--- config.mk ---
export PLATFORM = sky130hd
export DESIGN_NAME = timer
export DESIGN_NICKNAME = d
export VERILOG_FILES = /design/src/rtl/timer.sv
export SDC_FILE = /design/constraint.sdc
export NUM_CORES = 1
export LEC_CHECK = 0
export ABC_AREA = 1
export CAP_MARGIN = 20
export CORE_MARGIN = 8
export CORE_UTILIZATION = 40
export CTS_BUF_LIST = sky130_fd_sc_hd__clkbuf_2 sky130_fd_sc_hd__clkbuf_4 sky130_fd_sc_hd__clkbuf_8
export CTS_CLUSTER_SIZE = 10
export DETAILED_ROUTE_END_ITERATION = 8
export PLACE_DENSITY = 0.69
export SKIP_LAST_GASP = 1
export SYNTH_ARGS = -nofsm -noshare
export SYNTH_HDL_FRONTEND = slang
export SYNTH_SLANG_ARGS = --single-unit
--- constraint.sdc ---
create_clock -name sys_clk -period 2.4 [get_ports sys_clk]
set_clock_uncertainty 0.05 [all_clocks]
set_input_delay 0.24 -clock sys_clk [delete_from_list [all_inputs] [get_ports sys_clk]]
set_output_delay 0.24 -clock sys_clk [all_outputs]
set_load 0.02 [all_outputs]
--- src/rtl/timer.sv ---
`default_nettype none
// ============================================================================
//  Module      : timer
//  Description : 8-bit up/down timer with reload register, 4-bit prescaler,
//                sticky overflow/underflow flags and a zero-wait APB slave.
//  Revision    : 1.0  initial release
// ============================================================================
module timer (
    input  logic       sys_clk,
    input  logic       sys_rst_n,
    input  logic       psel,
    input  logic       penable,
    input  logic       pwrite,
    input  logic [7:0] paddr,
    input  logic [7:0] pwdata,
    output logic [7:0] prdata,
    output logic       pready,
    output logic       pslverr,
    output logic       tmr_ovf,
    output logic       tmr_udf
);

    localparam logic [7:0] ADDR_TDR  = 8'h00;
    localparam logic [7:0] ADDR_TCR  = 8'h01;
    localparam logic [7:0] ADDR_TSR  = 8'h02;
    localparam logic [7:0] ADDR_TCNT = 8'h03;
    // Implemented TCR bits: load[7], dir[5], en[4], cks[1:0]
    localparam logic [7:0] TCR_MASK  = 8'hB3;

    logic [7:0] tdr_q,  tdr_d;
    logic [7:0] tcr_q,  tcr_d;
    logic [7:0] tcnt_q, tcnt_d;
    logic [3:0] div_q,  div_d;
    logic       ovf_q,  ovf_d;
    logic       udf_q,  udf_d;

    logic       wr_en;
    logic       ctl_load;
    logic       ctl_dir;
    logic       ctl_en;
    logic [1:0] ctl_cks;
    logic       div_full;
    logic       tick;
    logic       ovf_set;
    logic       udf_set;

    assign wr_en    = psel & penable & pwrite;
    assign ctl_load = tcr_q[7];
    assign ctl_dir  = tcr_q[5];
    assign ctl_en   = tcr_q[4];
    assign ctl_cks  = tcr_q[1:0];

    assign pready   = psel & penable;
    assign pslverr  = 1'b0;

    // Flags are forced low on the pins while reset is held
    assign tmr_ovf  = ovf_q & sys_rst_n;
    assign tmr_udf  = udf_q & sys_rst_n;

    // Prescaler terminal condition: div[cks:0] all ones, cks sampled live
    always_comb begin
        div_full = 1'b0;
        case (ctl_cks)
            2'b00:   div_full = div_q[0];
            2'b01:   div_full = &div_q[1:0];
            2'b10:   div_full = &div_q[2:0];
            default: div_full = &div_q;
        endcase
    end

    // Prescaler, count tick and wrap detection
    always_comb begin
        tick    = ctl_en & ~ctl_load & div_full;
        div_d   = (ctl_en && !ctl_load) ? div_q + 4'd1 : 4'd0;
        udf_set = tick &  ctl_dir & (tcnt_q == 8'h00);
        ovf_set = tick & ~ctl_dir & (tcnt_q == 8'hFF);
        tcnt_d  = tcnt_q;
        if (ctl_load) begin
            tcnt_d = tdr_q;
        end else if (tick) begin
            tcnt_d = ctl_dir ? tcnt_q - 8'd1 : tcnt_q + 8'd1;
        end
    end

    // Register writes; a flag set on the same edge as a clearing write wins
    always_comb begin
        tdr_d = tdr_q;
        tcr_d = tcr_q;
        ovf_d = ovf_q;
        udf_d = udf_q;
        if (wr_en && paddr == ADDR_TDR) begin
            tdr_d = pwdata;
        end
        if (wr_en && paddr == ADDR_TCR) begin
            tcr_d = pwdata & TCR_MASK;
        end
        if (wr_en && paddr == ADDR_TSR) begin
            ovf_d = ovf_q & pwdata[0];
            udf_d = udf_q & pwdata[1];
        end
        ovf_d = ovf_d | ovf_set;
        udf_d = udf_d | udf_set;
    end

    // Combinational read mux, quiet outside reads and during reset
    always_comb begin
        prdata = 8'h00;
        if (sys_rst_n && psel && !pwrite) begin
            case (paddr)
                ADDR_TDR:  prdata = tdr_q;
                ADDR_TCR:  prdata = tcr_q;
                ADDR_TSR:  prdata = {6'b000000, udf_q, ovf_q};
                ADDR_TCNT: prdata = tcnt_q;
                default:   prdata = 8'h00;
            endcase
        end
    end

    // State registers with synchronous active-low reset
    always_ff @(posedge sys_clk) begin
        if (!sys_rst_n) begin
            tdr_q  <= 8'h00;
            tcr_q  <= 8'h00;
            tcnt_q <= 8'h00;
            div_q  <= 4'd0;
            ovf_q  <= 1'b0;
            udf_q  <= 1'b0;
        end else begin
            tdr_q  <= tdr_d;
            tcr_q  <= tcr_d;
            tcnt_q <= tcnt_d;
            div_q  <= div_d;
            ovf_q  <= ovf_d;
            udf_q  <= udf_d;
        end
    end

endmodule
`default_nettype wire

==> out/metrics.yaml, run 1 <==
outcome:
  status: "completed"
grt:
  gr-total-overflow: 0
  grt_max_degree: 17
  grt_pass1_vias: 1842
  antenna_found_initial: 0
  track_usage_pct: 15.37
  grt_pass1_wl_mm: 8.321
power_and_ir_drop:
  p_leak_uw: 0.001044
  power_uw: 792.1
  powerDensity_mw_per_mm2: 351.5
  ir_worst_vdd_mv: 0.2495
worst_setup_path:
  worst_ep_arrival_time_ns: 1.94
  end_kind: "primary output"
  path_delay_family: "buffers and inverters"
  path_cells: "clkdlybuf4s50_1 -> nor2_1 -> nand2_1 -> clkinv_1 -> nand4_1 -> buf_4 -> o21ai_0 -> nor2_1 -> nor2_1 -> clkdlybuf4s15_1"
  cp_common_cell: "nor2_1"
  crit_type: "input pin to primary output"
  r2r_end: "tcnt_q[6]$_SDFFE_PN0P_"
  critPathMaxStageDelay_ns: 0.40
  start_kind: "input pin"
  worst_path_max_delay_cell: "clkdlybuf4s50_1"
  reg2reg_slack_ns: 0.61
  rr_worst_depth: 12
  path_buf_inv: 4
  worstPathMaxFanout: 3
  regToRegStartpoint: "tcnt_q[0]$_SDFFE_PN0P_"
  cp.required_ns: 2.11
drt:
  drt_pass1_iterations: 4
  drtIter0Drc: 113
  antenna_left: 0
  wl_mm: 4.721
  wl_per_cell_um: 12.59
  drc: 0
  via_per_inst: 5.024
  vias: 1884
synthesis:
  yosysTopAreaCellShare_pct: 30.32
  synthDistinctLibCells: 30
  yosysSeqAreaShare_pct: 30.32
  synth.net_count: 313
  synth_cells: 283
  synth.most_common_cell: "nand2_1"
  syn_area_mm2: 0.001783
  synthTopCellsByArea: "dfxtp_1 (30%), nand2_1 (17%), nand3_1 (9.0%)"
  synth_edf_count: 0
  synth.largest_area_cell: "dfxtp_1"
  async_flop_share_pct: 0
  syn_area_per_cell_um2: 6.300
  synth.ff_latch_count: 27
  synth_commonest_cells: "nand2_1 (81), inv_1 (39), nand3_1 (32), dfxtp_1 (27), nor2_1 (27)"
  yosys_warnings: 0
  synthFlopType: "dfxtp_1"
clock_tree:
  insertion_delay_ns: 0.28
  cts_made_buffers: 3
  root_buffer: "clkbuf_8"
  cts_sinks: 27
  clk_pin_slew_ns: 0.09
  cts_tree: "yes"
  clk_path_buf_depth: 2
  cts.htree.levels: 1
  hold_buffers: 0
floorplan:
  core-area_mm2: 0.004324
  start_util_pct: 41.23
  rows: 24
  dieArea_mm2: 0.006850
  die_h_um: 82.77
  die_x_um: 82.77
  ios: 33
layout:
  drive_above_1_share_pct: 8.050
  fin_cells: 375
  syn_to_final_growth_pct: 26.39
  nets: 354
  fillers: 456
  diodes: 0
placed_design:
  routabilityCongestion: 0.8383
  pre_cts_slack_ns: -0.1062
  dp.cells: 370
  placement.io_buffers: 31
  dp.final_hpwl_mm: 3.777
sta:
  fmax_ghz: 0.4479
  hold_viol: 0
  setup_viol: 0
  rsz0062_at_grt: "yes"
  maxSlewViolCount: 0
  finalCritPeriodShare_pct: 93.03
  fin_ws_ns: 0.1672
  min_period_ns: 2.233
  hold_slack_ns: 0.4165
worst_hold_path:
  min-delay-start: "div_q[0]$_SDFF_PN0_"
  holdPathEnd: "div_q[0]$_SDFF_PN0_"
  whs_path_depth: 1
  hold_class: "flop to flop"
job:
  drv_cap: 0
worst max path at each step:
| stage | start | end | depth (start not counted) |
|---|---|---|---|
| final | paddr[7] | prdata[0] | 10 |
| after global routing | paddr[7] | prdata[0] | 10 |
| after CTS | paddr[3] | prdata[3] | 8 |
| after detailed placement | paddr[5] | prdata[1] | 9 |
| after global placement | paddr[5] | prdata[1] | 9 |
| after floorplan | tcr_q[5]$_SDFFE_PN0P_ | tcnt_q[6]$_SDFFE_PN0P_ | 12 |
final cells by class:
cell class	instances	area, µm²	area share, %
clock buffer	3	41.29	1.832
clock inverter	1	7.507	0.3331
tap	52	65.06	2.887
timing repair buffer	44	407.9	18.10
inverter	41	153.9	6.830
multi-input combinational	207	1037	46.03
sequential	27	540.5	23.99
flip-flops by register name, summed over array words and instances (netlist names):
register and cells:
tcnt_q 8, tdr_q 8, tcr_q 5, div_q 4, ovf_q 1, udf_q 1
routing by layer:
metal / part of all wire [%] / vias to the layer above / wire length [µm] / track usage [%]
met4: 1.1 / 0 / 50 / 5.345
li1: - / 988 / - / -
met2: 49 / 38 / 2316 / 26.96
met1: 46 / 854 / 2184 / 19.04
met3: 3.6 / 4 / 169 / 1.407
met5: 0 / - / 0 / 0
cells by family (layout without fill, tap and decap cells):
kind of cell    after synthesis  after routing  synth area share, %
compound gates               43             43                13.26
xor+xnor                      2              2               0.9826
fa+ha+maj                     9              9                6.737
buf+inv                      49             89                11.51
flops                        27             27                30.32
other cells                   1              1               0.2103
simple gates                152            152                36.98
through the flow:
stage | setup TNS, ns | util, % | area, µm²
after global placement | -0.3442 | 51.10 | 2210
after CTS | 0 | 52.20 | 2257
after detailed placement | -0.3524 | 51.10 | 2210
after floorplan | 0 | - | 1783
after global routing | -0.06946 | 52.11 | 2253
final | 0 | 52.11 | 2253
layout by cell type (no fill, tap or decap), types with 2 or more instances in the layout:
cell              n
dlygate4sd2_1     4
buf_4            12
o211ai_1          3
nor3_1            2
nand2_1          81
nor4_1            2
clkdlybuf4s50_1  23
o21ai_0          10
ha_1              8
nor2_1           27
clkbuf_2          2
dfxtp_1          27
o21a_1            3
clkbuf_8          3
a21oi_1          25
inv_1            39
nand3_1          32
nand4_1           3
repair_timing:
item,in CTS,in global routing
buffers inserted,1,0
resized for setup,7,6
setup endpoints to repair,7,4
power breakdown:
| group | internal [µW] | switching, µW |
|---|---|---|
| Clock | 118 | 152 |
| Combinational | 40.9 | 32.9 |
| Sequential | 448 | 0.0849 |
(Power assumes the default switching activity.)
==> run 2, diff against run 1 <==
CTS_BUF_LIST = unset   (was sky130_fd_sc_hd__clkbuf_2 sky130_fd_sc_hd__clkbuf_4 sky130_fd_sc_hd__clkbuf_8)
==> results of run 2 <==
No change in the layout: final DEF, timing and power equal those of run 1.
==> run 3, diff against run 2 <==
CAP_MARGIN = unset   (was 20)
CORE_MARGIN = 1.5   (was 8)
==> out/metrics.yaml, run 3 (synthesis results as in run 1) <==
drt:
  drt_pass1_iterations: 4
  highest_layer: "met4"
  wl_per_cell_um: 11.66
  dr_wl_met2_mm: 2.117
  drtIter0Drc: 79
  wl_mm: 4.348
  antenna_left: 0
  wl_met3_um: 139
  vias: 1800
  wl_met1_mm: 2.038
  drc: 0
  via_per_inst: 4.826
layout:
  final_common_cell: "nand2_1"
  largestRegisters: "tcnt_q (8), tdr_q (8), tcr_q (5)"
  diodes: 0
  area.sequential_um2: 540.5
  final_cell_mix: "nand2_1 (81), inv_1 (39), nand3_1 (32), nor2_1 (27), dfxtp_1 (27)"
  fin_cells: 373
  fillers: 469
  multi_input_area_mm2: 0.001037
  syn_to_final_growth_pct: 25.47
  nets: 352
  drive_above_1_share_pct: 6.542
worst_setup_path:
  path_buf_inv: 3
  worst_ep_arrival_time_ns: 1.92
  cp_common_cell: "nor2_1"
  end_kind: "primary output"
  cp.required_ns: 2.11
  crit_type: "input pin to primary output"
  critPathMaxStageDelay_ns: 0.44
  reg2reg_slack_ns: 0.62
  r2r_end: "tcnt_q[0]$_SDFFE_PN0P_"
  path_delay_family: "buffers and inverters"
  worst_path_max_delay_cell: "clkdlybuf4s50_1"
  start_kind: "input pin"
  regToRegStartpoint: "div_q[0]$_SDFF_PN0_"
  rr_worst_depth: 11
  cp-startpoint: "paddr[3]"
  path_cells: "clkdlybuf4s50_1 -> nor2_4 -> nand2_4 -> nor3_4 -> buf_12 -> nand2_1 -> o21ai_0 -> nor2_1 -> nor2_1 -> dlygate4sd2_1"
  worstPathMaxFanout: 12
floorplan:
  rows: 24
  dieArea_mm2: 0.004867
  ios: 33
  core-area_mm2: 0.004324
  die_h_um: 69.77
  start_util_pct: 41.23
  die_x_um: 69.77
worst_hold_path:
  whs_path_depth: 2
  min-delay-start: "div_q[3]$_SDFF_PN0_"
  hold_class: "flop to flop"
  holdPathEnd: "div_q[3]$_SDFF_PN0_"
power_and_ir_drop:
  powerDensity_mw_per_mm2: 349.9
  p_leak_uw: 0.001033
  power_uw: 782.8
  ir_worst_vdd_mv: 0.3285
outcome:
  status: "completed"
clock_tree:
  cts_tree: "yes"
  cts_sinks: 27
  insertion_delay_ns: 0.28
  clk_pin_slew_ns: 0.09
  cts.htree.levels: 1
  clk_path_buf_depth: 2
  hold_buffers: 0
  cts_made_buffers: 3
  root_buffer: "clkbuf_8"
  post-cts-setup-buffer-count: 0
sta:
  hold_viol: 0
  maxSlewViolCount: 0
  fin_tns_setup_ns: 0
  fmax_ghz: 0.4526
  rsz0062_at_grt: "no"
  min_period_ns: 2.209
  setup_viol: 0
  finalCritPeriodShare_pct: 92.06
  hold_slack_ns: 0.4179
placed_design:
  routabilityCongestion: 0.8436
  dp.final_hpwl_mm: 3.492
  dp.cells: 369
  placement.io_buffers: 31
grt:
  antenna_found_initial: 0
  grt_pass1_vias: 1815
  track_usage_pct: 19.51
  grt_max_degree: 15
  gr-total-overflow: 0
  grt_pass1_wl_mm: 7.866
job:
  drv_cap: 0
## run 3: timing repair
item / CTS / global route
resized for setup: 8 / 0
endpoints found under the hold margin: 0 / 0
setup endpoints to repair: 8 / 0
## run 3: metrics by stage
stage | setup WS [ns] | utilization (%) | cell area [µm²]
floorplan | 0.6732 | - | 1783
global placement | -0.07595 | 50.93 | 2202
detailed placement | -0.09515 | 50.93 | 2202
CTS | 0.1807 | 51.74 | 2237
global route | 0.04162 | 51.74 | 2237
finish | 0.1906 | 51.74 | 2237
## run 3: final cells by class
class / instances / share of cell area (%)
Clock buffer: 4 / 2.013
Inverter: 41 / 6.879
Multi-Input combinational cell: 207 / 46.36
Sequential cell: 27 / 24.16
Tap cell: 52 / 2.908
Timing Repair Buffer: 42 / 17.67
## run 3: worst reg2reg max path: cells and delay by family (launching register included)
kind	cells	cell delay, ns
and+or+nand+nor	6	0.57
adders and majority gates	2	0.39
AOI/OAI and AO/OA	1	0.16
DFF	1	0.34
buffers and inverters	2	0.20
## run 3: worst max path at each step
stage	slack, ns	cells past startpoint	endpoint
after CTS	0.18	10	prdata[1]
after floorplan	0.67	12	tcnt_q[6]$_SDFFE_PN0P_
after global routing	0.04	9	prdata[4]
after detailed placement	-0.1	10	prdata[1]
final	0.19	10	prdata[1]
after global placement	-0.08	9	prdata[0]
## run 3: power breakdown
group	switching (µW)	total [µW]	internal [µW]
combinational	31.6	71.5	39.9
sequential	0.0790	448	448
clock	144	264	119
total	176	783	607
## run 3: per-layer routing
metal	track usage (%)	vias to the layer above
met1	24.37	782
met3	2.326	5
met5	0	-
li1	-	979
met2	35.13	34
met4	5.556	0
